`config.mk`:
```
export PLATFORM = sky130hd
export DESIGN_NAME = xor_frame_packer
export DESIGN_NICKNAME = d
export VERILOG_FILES = /design/src/rtl/xor_pkg.sv /design/src/rtl/frame_buf.sv /design/src/rtl/xor_frame_packer.sv
export SDC_FILE = /design/constraint.sdc
export NUM_CORES = 1
export LEC_CHECK = 0
export ABC_CLOCK_PERIOD_IN_PS = 2400
export BUFFER_PORTS_ARGS = -buffer_cell sky130_fd_sc_hd__buf_2
export CAP_MARGIN = 0
export CORE_MARGIN = 2
export CORE_UTILIZATION = 50
export DETAILED_ROUTE_END_ITERATION = 10
export PLACE_DENSITY = 0.71
export SYNTH_ARGS = -nofsm -noshare
export SYNTH_HDL_FRONTEND = slang
export SYNTH_SLANG_ARGS = --single-unit
```
`constraint.sdc`:
```
create_clock -name clk -period 2.4 [get_ports clk]
set_clock_uncertainty 0.05 [all_clocks]
set_input_delay 0.48 -clock clk [delete_from_list [all_inputs] [get_ports clk]]
set_output_delay 0.48 -clock clk [all_outputs]
set_load 0.005 [all_outputs]
```
`src/rtl/xor_pkg.sv`:
```
// Shared types and limits for the running-XOR engine: packer FSM states and frame-size bounds.
package xor_pkg;

    localparam int unsigned MAX_FRAME_LEN = 255;
    localparam int unsigned XOR_DWIDTH    = 8;

    typedef enum logic [1:0] {
        FILL,
        SEND_CNT,
        SEND_DATA
    } pack_state_t;

endpackage

```
`src/rtl/frame_buf.sv`:
```
// Frame staging storage: one synchronous write port, one asynchronous read port, no reset.
module frame_buf #(
    parameter int unsigned dwidth = 8,
    parameter int unsigned DEPTH  = 16,
    parameter int unsigned AW     = 4
) (
    input  logic              clk,
    input  logic              i_we,
    input  logic [AW-1:0]     i_waddr,
    input  logic [dwidth-1:0] i_wdata,
    input  logic [AW-1:0]     i_raddr,
    output logic [dwidth-1:0] o_rdata
);

    logic [dwidth-1:0] r_mem [DEPTH];

    always_ff @(posedge clk) begin
        if (i_we) begin
            r_mem[i_waddr] <= i_wdata;
        end
    end

    assign o_rdata = r_mem[i_raddr];

endmodule

```
`src/rtl/xor_frame_packer.sv`:
```
// Buffers one raw byte frame, then emits it downstream as a length byte followed by the payload.
module xor_frame_packer
    import xor_pkg::*;
#(
    parameter int unsigned dwidth  = 8,
    parameter int unsigned MAX_LEN = 16
) (
    input  logic              clk,
    input  logic              rst_n,
    input  logic              in_valid,
    output logic              in_ready,
    input  logic [dwidth-1:0] in_data,
    input  logic              in_last,
    input  logic              ofifo_not_full,
    output logic              ofifo_push,
    output logic [dwidth-1:0] odata,
    output logic              ovfl,
    output logic              packer_idle
);

    localparam int unsigned CW = $clog2(MAX_LEN + 1);
    localparam int unsigned AW = (MAX_LEN > 1) ? $clog2(MAX_LEN) : 1;

    if (MAX_LEN < 1 || MAX_LEN > MAX_FRAME_LEN || dwidth < CW) begin : g_param_check
        $error("xor_frame_packer: MAX_LEN must be 1..255 and fit in dwidth");
    end

    pack_state_t       r_state;
    logic [CW-1:0]     r_wr_cnt;
    logic [CW-1:0]     r_rd_ptr;
    logic [CW-1:0]     r_len;
    logic              r_ovfl_seen;
    logic              r_ovfl;

    logic [CW-1:0]     w_max;
    logic              w_full;
    logic              w_xfer;
    logic              w_we;
    logic              w_trunc;
    logic              w_last_rd;
    logic [dwidth-1:0] w_rdata;
    logic [dwidth-1:0] w_odata;

    assign w_max     = CW'(MAX_LEN);
    assign w_full    = (r_wr_cnt == w_max);
    assign w_xfer    = in_valid && (r_state == FILL);
    assign w_we      = w_xfer && !w_full;
    // Truncated if an earlier byte was dropped or this final byte is itself dropped.
    assign w_trunc   = r_ovfl_seen || w_full;
    assign w_last_rd = (r_rd_ptr == r_len - CW'(1));

    frame_buf #(
        .dwidth (dwidth),
        .DEPTH  (MAX_LEN),
        .AW     (AW)
    ) u_frame_buf (
        .clk     (clk),
        .i_we    (w_we),
        .i_waddr (r_wr_cnt[AW-1:0]),
        .i_wdata (in_data),
        .i_raddr (r_rd_ptr[AW-1:0]),
        .o_rdata (w_rdata)
    );

    always_ff @(posedge clk or negedge rst_n) begin
        if (!rst_n) begin
            r_state     <= FILL;
            r_wr_cnt    <= '0;
            r_rd_ptr    <= '0;
            r_len       <= '0;
            r_ovfl_seen <= 1'b0;
            r_ovfl      <= 1'b0;
        end else begin
            r_ovfl <= 1'b0;
            case (r_state)
                FILL: begin
                    if (in_valid) begin
                        if (!w_full) begin
                            r_wr_cnt <= r_wr_cnt + CW'(1);
                        end else begin
                            r_ovfl_seen <= 1'b1;
                        end
                        if (in_last) begin
                            r_len       <= w_full ? w_max : r_wr_cnt + CW'(1);
                            r_ovfl      <= w_trunc;
                            r_ovfl_seen <= 1'b0;
                            r_state     <= SEND_CNT;
                        end
                    end
                end
                SEND_CNT: begin
                    if (ofifo_not_full) begin
                        r_rd_ptr <= '0;
                        r_state  <= SEND_DATA;
                    end
                end
                SEND_DATA: begin
                    if (ofifo_not_full) begin
                        if (w_last_rd) begin
                            r_wr_cnt <= '0;
                            r_state  <= FILL;
                        end else begin
                            r_rd_ptr <= r_rd_ptr + CW'(1);
                        end
                    end
                end
                default: r_state <= FILL;
            endcase
        end
    end

    always_comb begin
        w_odata = '0;
        unique case (r_state)
            SEND_CNT:  w_odata = dwidth'(r_len);
            SEND_DATA: w_odata = w_rdata;
            default:   w_odata = '0;
        endcase
    end

    assign in_ready    = (r_state == FILL);
    assign ofifo_push  = (r_state != FILL) && ofifo_not_full;
    assign odata       = w_odata;
    assign ovfl        = r_ovfl;
    assign packer_idle = (r_state == FILL) && (r_wr_cnt == '0);

endmodule
```
==> flow_metrics.tcl <==
set metrics [dict create \
    violations "negative setup slack" \
    hold-worst-slack_ps 234 \
    p_leak_nw 2.69 \
    ys_top_cells_by_area "edfxtp_1, mux4_2, dfrtp_1" \
    grt_pass1_vias 3735 \
    fill_cells 895 \
    cap_violations 0 \
    fin_crit_sh_pct 120 \
    rows 41 \
    final_core_util_pct 61.1 \
    drt-pass1-iter-count 5 \
    multi_input_area_um2 1870 \
    wl_mm 13.9 \
    initialDrtViolationCount 299 \
    drc 0 \
    min_path_type "in2reg" \
    cts_root_buf "clkbuf_16" \
    fmax_ghz 0.347 \
    clk_pin_slew_worst_paths_ps 60 \
    numClockSinks 147 \
    grt_max_degree 26 \
    layout_min_cycle_time_ps 2880 \
    dp.final_hpwl_mm 9.08 \
    relSlewSlack_pct 68.2 \
    setup_ws_ps -478 \
    routedWlPerCell_um 22.1 \
    fp.dieH_um 117 \
    async_reset_ff_share_pct 12.9 \
    status "complete, but fails checks" \
    yosysWarnings 0 \
    synth-edff-count 128 \
    slew_violations 0 \
    die_area_um2 13600 \
    crit_type "reg2out" \
    nets 467 \
    grt_first_pass_wirelength_mm 21.6 \
    drive_gt1_share_pct 32.3 \
    htree_levels 4 \
    track_usage_pct 22.3 \
    ys.flop_type "edfxtp_1" \
    port_buffers 24 \
    cp.arrival_ps 2350 \
    yosysTopAreaCell "edfxtp_1" \
    netlist_instances 370 \
    clk-insertion-delay-late_ps 420 \
    core_area_um2 12500 \
    ant_nets 0 \
    hold_viol 0 \
    synth-seq-cells 147 \
    syn-num-nets 392 \
    register_area_um2 4320 \
    finalSetupViolCount 8 \
    vias 3632 \
    synth_top_area_share_pct 60.6 \
    grt_overflow_total 0 \
    gp_congestion 0.819 \
    power_mw 8.68 \
    endpoint_kind "output port" \
    ioPinCount 25 \
    area_growth_pct 20.5 \
    antenna-diode-count 0 \
    cts_tree "built" \
    worstPathMaxFanout 5 \
    place_ws_ps -101 \
    synth_cell_type_count 41 \
    crit_required_ps 1870 \
    p_per_area_nw_per_um2 1140 \
    drt-vias-per-instance 5.77 \
    syn_area_um2 6340 \
    clockBufferDepth 2 \
    die_x_um 117 \
    yosysSeqAreaShare_pct 68.1 \
    start_kind "register" \
    worst_pin_slew_ps 471 \
    start_util_pct 50.7 \
    syn_area_per_cell_um2 17.1 \
    irDropWorstVdd_mv 0.630 \
    antenna_found_initial 0 \
    cts-buffers-inserted 17 \
    rsz0062_at_grt "true" \
]
## worst paths after layout
check / from / endpoint / slack (ps) / cells after the start
min: in_last / r_ovfl_seen / 230 / 2
max in group asynchronous: rst_n / r_rd_ptr[0] / 1450 / 2
max: r_rd_ptr[0] / odata[5] / -480 / 6
max reg2reg: r_wr_cnt[1] / r_wr_cnt[2] / 80 / 8
min in group asynchronous: rst_n / r_state[1] / 490 / 2
min reg2reg: r_ovfl_seen / ovfl / 460 / 2
## layer usage
metal	vias to the layer above	global-route usage [%]	share of wire [%]
met5	-	0	0
met3	17	4.83	4.6
met1	1878	29.9	43
li1	1611	-	-
met2	126	36.2	51
met4	0	8.78	1.6
## synth_stat cells, drive strengths merged, types with 2 or more instances
library cell,n
and3,3
a21boi,2
a211oi,2
clkbuf,9
nand2,17
o211ai,2
o31ai,4
buf,12
nor3,7
and2,5
a221o,2
inv,9
mux2i,14
nor2,23
ha,9
xnor2,6
dfrtp,19
mux4,35
xor2,5
nand3b,3
a21oi,4
nand3,7
o22ai,2
edfxtp,128
a31oi,8
o21ai,18
nand2b,6
## logic make-up after synthesis
group	after synthesis	share of synthesized area, %
flip-flops	147	68.1
AND/OR/NAND/NOR	76	5.90
multiplexers	49	15.2
AO/OA/AOI/OAI	48	5.05
buffers and inverters	30	2.52
XOR/XNOR	11	1.52
adder cells (fa/ha/maj)	9	1.77
## flip-flops by register name, indices dropped and copies added (netlist names)
name / count
ovfl: 1
r_len: 5
r_ovfl_seen: 1
r_rd_ptr: 5
r_state: 2
r_wr_cnt: 5
u_frame_buf.r_mem: 128
## worst max-delay path, cell delays in order (launching register included)
cell and delay (ps):
dfrtp_2 410, buf_6 140, buf_12 120, mux4_2 500, mux4_2 470, and3_4 180, buf_6 110
## cell type report
cell class                      instances  area share (%)
Sequential cell                       147            56.5
Timing Repair Buffer                   77            8.03
Inverter                                9           0.442
Clock inverter                         14            2.11
Tap cell                              172            2.81
Multi-Input combinational cell        193            24.5
Clock buffer                           18            5.61
## cells in the final DEF (no fill, tap or decap), types with 5 or more instances in the layout
| cell type | n |
|---|---|
| nand3_1 | 7 |
| and2_1 | 5 |
| dfrtp_1 | 18 |
| buf_2 | 22 |
| buf_4 | 44 |
| clkbuf_16 | 17 |
| ha_1 | 9 |
| xor2_1 | 5 |
| nand2_1 | 17 |
| o21ai_0 | 14 |
| inv_1 | 9 |
| nand2b_1 | 6 |
| edfxtp_1 | 128 |
| nor3_1 | 6 |
| nor2_1 | 22 |
| a31oi_1 | 8 |
| mux2i_1 | 12 |
| xnor2_1 | 6 |
| mux4_2 | 33 |
| buf_6 | 5 |
## power breakdown
group / internal, mW / switching [mW]
Combinational: 1.41 / 1.42
Sequential: 3.04 / 0.187
Clock: 1.63 / 0.999
Total: 6.07 / 2.61
## repair_timing
item                       4_1_cts  5_1_grt
setup endpoints to repair        8       29
hold buffers                     1        0
buffers inserted                 8        0
resized for setup               21        5
hold endpoints to repair        19        0
pin swaps                        3        0
cloned                           1        0
## metrics by stage
stage | instances | TNS, ps | instance area (um2)
2_1_floorplan | 370 | -2100 | 6350
6_report | 630 | -3190 | 7650
3_5_place_dp | 589 | -268 | 6930
5_1_grt | 630 | -4040 | 7650
4_1_cts | 630 | -3280 | 7620
3_3_place_gp | 589 | -63.7 | 6930
Power figures use the tool's default switching activity.
